File: config.mk
export PLATFORM = sky130hd
export DESIGN_NAME = cdb_arbiter
export DESIGN_NICKNAME = d
export VERILOG_FILES = /design/src/rtl/cdb_arbiter_pkg.sv /design/src/rtl/cdb_fifo.sv /design/src/rtl/cdb_arbiter.sv
export SDC_FILE = /design/constraint.sdc
export NUM_CORES = 1
export LEC_CHECK = 0
export ABC_AREA = 1
export BUFFER_PORTS_ARGS = -buffer_cell sky130_fd_sc_hd__buf_2
export CAP_MARGIN = 15
export CORE_ASPECT_RATIO = 0.8
export CORE_UTILIZATION = 60
export DETAILED_ROUTE_END_ITERATION = 6
export MAX_ROUTING_LAYER = met4
export PLACE_DENSITY = 0.8
export SYNTH_ARGS = -nofsm -noshare
export SYNTH_HDL_FRONTEND = slang
export SYNTH_SLANG_ARGS = --single-unit
File: constraint.sdc
create_clock -name clk_in -period 5.8 [get_ports clk_in]
set_clock_uncertainty 0.2 [all_clocks]
set_input_delay 0.58 -clock clk_in [delete_from_list [all_inputs] [get_ports clk_in]]
set_output_delay 0.58 -clock clk_in [all_outputs]
set_load 0.02 [all_outputs]
File: src/rtl/cdb_arbiter_pkg.sv
// Shared constants and types for the common-data-bus arbiter and its per-producer FIFOs.
package cdb_arbiter_pkg;

    localparam int CDB_SRC_NUM       = 3;
    localparam int CDB_FIFO_DEPTH    = 4;
    localparam int CDB_ROB_INDEX_BIT = 5;
    localparam int CDB_DATA_W        = 32;

    typedef enum logic [1:0] {
        CDB_SRC_ALU = 2'd0,
        CDB_SRC_LSB = 2'd1,
        CDB_SRC_BR  = 2'd2
    } cdb_src_e;

    // Index width that stays at least one bit wide for degenerate sizes.
    function automatic int cdb_idx_w(input int n);
        return (n > 1) ? $clog2(n) : 1;
    endfunction

endpackage

File: src/rtl/cdb_fifo.sv
// Small per-producer result FIFO; full/empty are decoded from the occupancy register only.
module cdb_fifo
    import cdb_arbiter_pkg::*;
#(
    parameter int DEPTH = CDB_FIFO_DEPTH,
    parameter int WIDTH = CDB_ROB_INDEX_BIT + CDB_DATA_W
) (
    input  logic             clk_in,
    input  logic             rst_in,
    input  logic             rdy_in,
    input  logic             clear,
    input  logic             push,
    input  logic [WIDTH-1:0] din,
    input  logic             pop,
    output logic [WIDTH-1:0] head,
    output logic             empty,
    output logic             full
);

    localparam int PTR_W = cdb_idx_w(DEPTH);
    localparam int CNT_W = PTR_W + 1;

    logic [WIDTH-1:0] mem_r [DEPTH];
    logic [PTR_W-1:0] rd_ptr_r;
    logic [PTR_W-1:0] wr_ptr_r;
    logic [CNT_W-1:0] count_r;
    logic             push_ok_s;
    logic             pop_ok_s;
    logic             update_s;

    assign full      = (count_r == CNT_W'(DEPTH));
    assign empty     = (count_r == {CNT_W{1'b0}});
    // A push into a full FIFO is a producer protocol error and is dropped here.
    assign push_ok_s = push && !full;
    assign pop_ok_s  = pop && !empty;
    assign update_s  = rst_in && rdy_in && !clear;
    assign head      = mem_r[rd_ptr_r];

    // Pointer and occupancy state: reset > freeze > flush > push/pop.
    always_ff @(posedge clk_in) begin
        if (!rst_in) begin
            rd_ptr_r <= {PTR_W{1'b0}};
            wr_ptr_r <= {PTR_W{1'b0}};
            count_r  <= {CNT_W{1'b0}};
        end else if (!rdy_in) begin
            rd_ptr_r <= rd_ptr_r;
            wr_ptr_r <= wr_ptr_r;
            count_r  <= count_r;
        end else if (clear) begin
            rd_ptr_r <= {PTR_W{1'b0}};
            wr_ptr_r <= {PTR_W{1'b0}};
            count_r  <= {CNT_W{1'b0}};
        end else begin
            if (push_ok_s) wr_ptr_r <= wr_ptr_r + PTR_W'(1);
            if (pop_ok_s)  rd_ptr_r <= rd_ptr_r + PTR_W'(1);
            case ({push_ok_s, pop_ok_s})
                2'b10:   count_r <= count_r + CNT_W'(1);
                2'b01:   count_r <= count_r - CNT_W'(1);
                default: count_r <= count_r;
            endcase
        end
    end

    // Entry storage; contents are only observed while the slot is occupied.
    always_ff @(posedge clk_in) begin
        if (update_s && push_ok_s) begin
            mem_r[wr_ptr_r] <= din;
        end
    end

endmodule

File: src/rtl/cdb_arbiter.sv
// Round-robin arbiter that drains per-producer FIFOs onto a single registered common data bus.
module cdb_arbiter
    import cdb_arbiter_pkg::*;
#(
    parameter int NUM_SRC       = CDB_SRC_NUM,
    parameter int FIFO_DEPTH    = CDB_FIFO_DEPTH,
    parameter int ROB_INDEX_BIT = CDB_ROB_INDEX_BIT
) (
    input  logic                             clk_in,
    input  logic                             rst_in,
    input  logic                             rdy_in,
    input  logic                             clear,
    input  logic [NUM_SRC-1:0]               src_valid,
    input  logic [NUM_SRC*ROB_INDEX_BIT-1:0] src_rob_id,
    input  logic [NUM_SRC*32-1:0]            src_val,
    output logic [NUM_SRC-1:0]               src_full,
    output logic                             cdb_req,
    output logic [ROB_INDEX_BIT-1:0]         cdb_rob_id,
    output logic [31:0]                      cdb_val
);

    localparam int EW    = ROB_INDEX_BIT + 32;
    localparam int SRC_W = cdb_idx_w(NUM_SRC);

    logic [EW-1:0]      head_s [NUM_SRC];
    logic [NUM_SRC-1:0] empty_s;
    logic [NUM_SRC-1:0] pop_s;
    logic [SRC_W-1:0]   rr_ptr_r;
    logic [SRC_W-1:0]   win_s;
    logic [SRC_W-1:0]   cand_s;
    logic               found_s;
    logic [EW-1:0]      win_head_s;

    function automatic logic [SRC_W-1:0] rr_next(input logic [SRC_W-1:0] p);
        if (p == SRC_W'(NUM_SRC - 1)) begin
            return {SRC_W{1'b0}};
        end else begin
            return p + SRC_W'(1);
        end
    endfunction

    for (genvar i = 0; i < NUM_SRC; i++) begin : g_src
        assign pop_s[i] = found_s && (win_s == SRC_W'(i));

        cdb_fifo #(
            .DEPTH (FIFO_DEPTH),
            .WIDTH (EW)
        ) u_fifo (
            .clk_in (clk_in),
            .rst_in (rst_in),
            .rdy_in (rdy_in),
            .clear  (clear),
            .push   (src_valid[i]),
            .din    ({src_rob_id[i*ROB_INDEX_BIT +: ROB_INDEX_BIT], src_val[i*32 +: 32]}),
            .pop    (pop_s[i]),
            .head   (head_s[i]),
            .empty  (empty_s[i]),
            .full   (src_full[i])
        );
    end

    // Grant: walk the sources starting at rr_ptr and take the first non-empty head.
    always_comb begin
        win_s   = rr_ptr_r;
        found_s = 1'b0;
        cand_s  = rr_ptr_r;
        for (int k = 0; k < NUM_SRC; k++) begin
            if (!found_s && !empty_s[cand_s]) begin
                win_s   = cand_s;
                found_s = 1'b1;
            end else begin
                win_s   = win_s;
            end
            cand_s = rr_next(cand_s);
        end
    end

    assign win_head_s = head_s[win_s];

    // Bus registers and rotation pointer; idle cycles keep the last tag/value on the bus.
    always_ff @(posedge clk_in) begin
        if (!rst_in) begin
            cdb_req    <= 1'b0;
            cdb_rob_id <= {ROB_INDEX_BIT{1'b0}};
            cdb_val    <= 32'h0000_0000;
            rr_ptr_r   <= {SRC_W{1'b0}};
        end else if (!rdy_in) begin
            cdb_req    <= cdb_req;
            rr_ptr_r   <= rr_ptr_r;
        end else if (clear) begin
            cdb_req    <= 1'b0;
            rr_ptr_r   <= {SRC_W{1'b0}};
        end else if (found_s) begin
            cdb_req    <= 1'b1;
            cdb_rob_id <= win_head_s[EW-1:32];
            cdb_val    <= win_head_s[31:0];
            rr_ptr_r   <= rr_next(win_s);
        end else begin
            cdb_req    <= 1'b0;
            rr_ptr_r   <= rr_ptr_r;
        end
    end

endmodule

# [Word-level counts from Yosys, hierarchy flattened]
# Memory sizes are Yosys's and may differ from the RTL's. A register that Yosys moved wholly into a read port is not among the register bits.
# Index checks and enable logic that the tools add are counted.
[totals] reg_bits=61 latch_bits=0 ramBits=444 rom_bits=0 inputBits=118 out_inout_bits=41 word_cells=152 mem_count=3
[op_classes] n_addsub=15 mul=0 div=0 magnitude_cmp=4 eq_ne=13 shifts=0 mux=51 bitwise_logic=2 n_reduce_logical=51
[mem_list] memory="g_src[0].u_fifo.mem_r" words=4 width=37 rd=1 rd_ports_with_merged_regs=1 wr=1 line="cdb_fifo.sv:23" rtl="logic [WIDTH-1:0] mem_r [DEPTH];"
[mem_list] memory="g_src[1].u_fifo.mem_r" words=4 width=37 rd=1 rd_ports_with_merged_regs=1 wr=1 line="cdb_fifo.sv:23"
[mem_list] memory="g_src[2].u_fifo.mem_r" words=4 width=37 rd=1 rd_ports_with_merged_regs=1 wr=1 line="cdb_fifo.sv:23"
[op_table] cell="$bmux 37 s2" n=1
[op_table] cell="$mux 37" n=2
[op_table] cell="$mux 2" n=25
[op_table] cell="$reduce_and 2->1" n=10
[op_table] cell="$add 2x1->2 const B" n=9
[op_table] cell="$pmux 3 s2" n=3
[op_table] cell="$logic_and 1x1->1" n=16
[op_table] cell="$mux 1" n=14
[op_table] cell="$reduce_bool 2->1" n=7
[op_table] cell="$eq 2x2->1 const B" n=6
[op_table] cell="$logic_not 1->1" n=10
[op_table] cell="$add 3x1->3 const B" n=3
[op_table] cell="$eq 3x3->1 const B" n=3
[op_table] cell="$logic_not 3->1" n=3
[op_table] cell="$lt 2x3->1 const B" n=3
[op_table] cell="$mux 3" n=3
[op_table] cell="$reduce_bool 3->1" n=3
[op_table] cell="$sub 3x1->3 const B" n=3
[op_table] cell="$eq 2x1->1 const B" n=4
[op_table] cell="$bmux 1 s2" n=3
[op_table] cell="$ge 3x3->1 const B" n=1
[op_table] cell="$not 2->3" n=1
[op_table] cell="$reduce_and 3->1" n=1
[op_table] cell="$logic_not 2->1" n=1
[op_table] cell="$not 1->1" n=1

# [Depth between registers and ports, before layout]
[logic_depth] ltp_word=17 mapped_depth=21 ltp_nobuf=21

# [By module]
# A second synthesis with hierarchy kept.
[unflattened] hier_cells=1742 hier_area_um2=20566.0
[by_module_without_submodules] mod="cdb_fifo" instances=3 cells_each=435 area_per_inst_um2=6013.3
[by_module_without_submodules] mod="cdb_arbiter" instances=1 cells_each=437 area_per_inst_um2=2526.2

# [Worst setup path after synthesis]
# No wires, ideal clock.
[synth_path] kind="in2reg" from="in rdy_in" to="mem g_src[2].u_fifo.mem_r[0][0] in the netlist's numbering (enable)" setup_time_ns=0.431 t_arrival_ns=2.844 setup_slack_ns=2.325 cell_stages=6 path_buffers=0 cell_sequence="inv_1 nor2_1 inv_1 nor2_1 nand2_1 nor2_1"
[synth_via] elab_chain_len=5
[synth_rtl] item="start, declared" line="cdb_arbiter.sv:11" rtl="input logic rdy_in,"
[synth_rtl] item="$logic_and 1x1->1 (2 in a row)" line="cdb_fifo.sv:36" rtl="assign update_s = rst_in && rdy_in && !clear;"
[synth_rtl] item="$logic_and 1x1->1" line="cdb_fifo.sv:66" rtl="if (update_s && push_ok_s) begin"
[synth_rtl] item="$mux 1" line="cdb_fifo.sv:66"
[synth_rtl] item="$mux 1 (not written as such)" line="cdb_fifo.sv:67" rtl="mem_r[wr_ptr_r] <= din;"
[synth_rtl] item="end, declared" line="cdb_fifo.sv:23"
# No other way between the ends.

# [Worst setup path in the final report]
[layout_path] from="reg rr_ptr_r[1]" to="reg cdb_val[13]"
[layout_via] elab_chain_len=14
[layout_rtl] item="start, declared" line="cdb_arbiter.sv:28" rtl="logic [SRC_W-1:0] rr_ptr_r;"
[layout_rtl] item="start signal, assigned" line="cdb_arbiter.sv:86" rtl="rr_ptr_r <= {SRC_W{1'b0}};"
[layout_rtl] item="start signal, assigned" line="cdb_arbiter.sv:89" rtl="rr_ptr_r <= rr_ptr_r;"
[layout_rtl] item="start signal, assigned" line="cdb_arbiter.sv:92" rtl="rr_ptr_r <= {SRC_W{1'b0}};"
[layout_rtl] item="parallel branches: the longest is 14 deep, another holds $add 2x1->2"
[layout_rtl] item="end signal, assigned" line="cdb_arbiter.sv:96" rtl="cdb_val <= win_head_s[31:0];"
[layout_rtl] item="end, declared" line="cdb_arbiter.sv:19" rtl="output logic [31:0] cdb_val"
# Several ways; the timed one is not identified. The select of a mux whose other input is x is not followed.
# A chain may end at the register's enable or synchronous reset.

==> results by group <==
Run status
  • Outcome: finished, violations left
  • Failing checks: design-rule violations

Worst setup path
  • Setup crit start kind: register
  • Worst path max stage delay: 0.60 ns
  • Critical Path AT: ~3.6 ns
  • Reg2Reg Setup Slack: between 2 and 2.5 ns
  • Most used cell, CP: nand2_1
  • CP Max Fanout: 39
  • Worst R2R Start: rr_ptr_r[1]$_SDFFE_PN0P_
  • Worst R2R Path Depth: 12
  • Cell Chain, Critical Path: nor2_4 > nand2_1 > nand3_2 > nor2_2 > nand3_2 > nand2_1 > buf_4 > inv_2 > nand2_4 > o2111ai_1 > nand2_1 > inv_1
  • Buffers & Inverters on Critical Path: 3
  • Worst Setup Path Type: register to register
  • RR Endpoint: cdb_val[13]$_SDFFE_PN0P_
  • Crit end category: register
  • Critical Path RT: slightly above 6 ns
  • CP delay by family, top: simple AND/OR/NAND/NOR gates
  • Crit path max-delay cell type: dfxtp_1

Synthesis
  • Synth top area cells: edfxtp_1 (65%), dfxtp_1 (6.5%), nand2_1 (4.4%), o21ai_0 (4.1%), nor2_1 (3.5%)
  • Top_reg_cell synth: edfxtp_1
  • Synth top area share: 0.647
  • Count leader, synth: edfxtp_1
  • Seq cells post-synth: between 500 and 600
  • Avg Synthesized Cell Area: 12.4 sq um
  • Post-synth EDFFs: 444
  • Post-Syn Area: about 0.02 sq mm
  • Cell type with the largest total area after synthesis: edfxtp_1
  • Number of synthesis warnings: 0
  • Post-synthesis cell count: 1,665
  • Post-synthesis sequential area ratio: 0.712
  • Commonest cells post-synth: edfxtp_1 (444), nand2_1 (241), nor2_1 (190)
  • Ys async rst share: 0
  • Syn_nets: ~1.8k
  • Number of distinct library cells after synthesis: 40

Hold path
  • Hold Crit Start: src_val[52]
  • WHS Path Cells: 1
  • Worst Hold End: g_src[1].u_fifo.mem_r[0][20]$_DFFE_PP_
  • Worst Hold Class: primary input to register

Placement
  • Dpl hpwl: roughly 32,000 um
  • Routability cong.: approximately 0.87
  • Placed Area: between 0.02 and 0.025 sq mm
  • Placed cells: between 2k and 2.5k
  • Port bufs: around 160

Global route
  • Vias in the first global route: between 10k and 15k
  • Global routing usage on met3: 0.0478
  • Pin count of the biggest net entering global routing: 76
  • Grt met2 use: 0.423
  • GRT Util Overall: 0.290
  • Antenna violations before repair: 5
  • Global route hottest layer: met2
  • Met1 Use GR: 0.420
  • First-pass GRT wire length: roughly 74,000 um
  • Congestion Overflow GR: 0

Final layout
  • Fin area: 0.0232 sq mm
  • # fillers: approximately 2.2k
  • Share of layout cells above drive strength 1: 0.184
  • Nets: just under 2k
  • Non-Filler Instances: between 2k and 2.5k
  • Core Util, Final: 0.689
  • P&R area growth vs syn: 12.8%

Clock network
  • Postcts setup bufs: 0
  • CTS Buf Count: between 40 and 50
  • # hold bufs at CTS: 0
  • Register clock-pin slew on the reported worst setup and hold paths: 0.07 ns
  • CTS tree: yes
  • Clk sink count: 511
  • Clk_lat worst skew: ~0.56 ns
  • Clk root buf: clkbuf_16
  • Longest Clk Path Bufs: 3
  • CTS-repair resized insts: 0
  • H-tree levels: 2

Floorplanning
  • DIE WIDTH: about 210 um
  • Die Area: between 0.03 and 0.04 sq mm
  • IO Count: 159
  • Row count: 60
  • Core Footprint: between 0.03 and 0.04 sq mm
  • Die Y: 168 um
  • Initial Util: 0.611

Timing
  • Final hold violation count: 0
  • RSZ-0062 raised after global routing: no
  • Setup_tns: 0 ns
  • Period Utilization, post-route: 0.584
  • Max-slew violations: 0
  • Slew HR: 0.208
  • Slew @ Worst Pin: between 1 and 1.5 ns
  • Final setup fails: 0
  • Fmax: ~300 MHz
  • Crit path time final: around 3.4 ns

Route
  • Final wirelength: between 50,000 and 60,000 um
  • Initial DRC Count: between 1.5k and 2k
  • Via Count: 13.8k
  • Vias/cell: slightly above 6
  • Antenna-violating nets left: 0
  • First-pass detailed-route iteration total: 7
  • Wire per inst: roughly 22 um
  • DRC: 1

Power
  • Max IR drop VDD: approximately 270 uV
  • Power Density: around 330 mW/mm^2
  • Leakage: 8.51 nW

Job
  • Max_cap viols: 0
[worst max path at each step]
| stage | start | to | cells after the start |
|---|---|---|---|
| 6_report | rr_ptr_r[1]$_SDFFE_PN0P_ | cdb_val[13]$_SDFFE_PN0P_ | 12 |
| 3_3_place_gp | rdy_in | g_src[2].u_fifo.mem_r[3][27]$_DFFE_PP_ | 7 |
| 2_1_floorplan | rdy_in | g_src[2].u_fifo.mem_r[0][0]$_DFFE_PP_ | 6 |
| 4_1_cts | rr_ptr_r[1]$_SDFFE_PN0P_ | cdb_val[15]$_SDFFE_PN0P_ | 12 |
| 5_1_grt | rr_ptr_r[1]$_SDFFE_PN0P_ | cdb_val[15]$_SDFFE_PN0P_ | 12 |
| 3_5_place_dp | rdy_in | g_src[2].u_fifo.mem_r[3][32]$_DFFE_PP_ | 7 |
[worst register-to-register path: cells and delay by family (launching register included)]
family,cells,cell delay (ns)
and+or+nand+nor,8,1.38
buffers and inverters,3,0.90
AOI/OAI and AO/OA,1,0.20
DFF,1,0.60
[cell type report]
class | count | area, sq um | share of cell area
Sequential cell | 511 | 14700 | 0.632
Multi-Input combinational cell | 955 | 5140 | 0.221
Clock buffer | 71 | 1340 | 0.0577
Timing Repair Buffer | 178 | 1060 | 0.0458
Tap cell | 434 | 543 | 0.0234
Inverter | 101 | 389 | 0.0167
Clock inverter | 13 | 62.6 | 0.00269
Antenna cell | 9 | 22.5 | 0.000969
[through the flow]
step           hold slack (ns)  total power (W)  setup slack (ns)
2_1_floorplan            0.254          0.00467              2.32
5_1_grt                 0.0227          0.00796              2.26
3_3_place_gp             0.268          0.00491              2.36
6_report                0.0280          0.00775              2.41
3_5_place_dp             0.279          0.00494              2.27
4_1_cts                 0.0118          0.00775              2.50
[state kept, by name, indices dropped and copies added, names as in the netlist, named ones only]
signal                 cells
cdb_req                    1
cdb_rob_id                 5
cdb_val                   32
g_src.u_fifo.count_r       9
g_src.u_fifo.mem_r       444
g_src.u_fifo.rd_ptr_r      6
g_src.u_fifo.wr_ptr_r      6
rr_ptr_r                   2
[power breakdown]
part,switching (W),internal [W],total [W]
combinational,0.000549,0.000233,0.000782
sequential,0.0000494,0.00405,0.00410
clock,0.00127,0.00159,0.00286
total,0.00187,0.00588,0.00775
[cells by family (layout without fill, tap and decap cells)]
| kind of cell | count (synthesis) | after routing | share of synthesized area |
|---|---|---|---|
| AND/OR/NAND/NOR | 553 | 553 | 0.121 |
| flip-flops | 511 | 511 | 0.712 |
| AO/OA/AOI/OAI | 387 | 387 | 0.115 |
| buffers and inverters | 199 | 363 | 0.0426 |
| adder cells (fa/ha/maj) | 15 | 15 | 0.00911 |
| other | 0 | 9 | 0 |
[per-layer routing]
layer  share of wire  up-vias  wire, um
met3            0.10       96      5030
met1            0.42     6682     20900
li1                -     6266         -
met4           0.032        0      1590
met2            0.45      757     22600
met5               0        -         0
[cell usage in the layout (no fill, tap or decap), types with 3 or more instances in the layout]
master and instances:
nor2_8 3, inv_1 86, ha_1 15, clkbuf_1 17, clkbuf_4 3, o22ai_1 78
buf_4 12, diode_2 9, o211a_1 3, clkinv_2 6, edfxtp_1 444, nand3_1 50
buf_12 5, inv_2 11, nor2_1 178, buf_16 3, o21ai_0 167, nand3_2 6
a32o_1 33, nand2_1 241, nand4_1 4, dfxtp_1 63, dfxtp_2 4, o2111ai_1 32
clkbuf_16 49, nor2_4 17, nor2_2 3, buf_2 158, a21oi_1 65, clkinv_1 7
nand2_4 8, a22oi_1 3, nand2_2 36
Power figures use the tool's default switching activity.
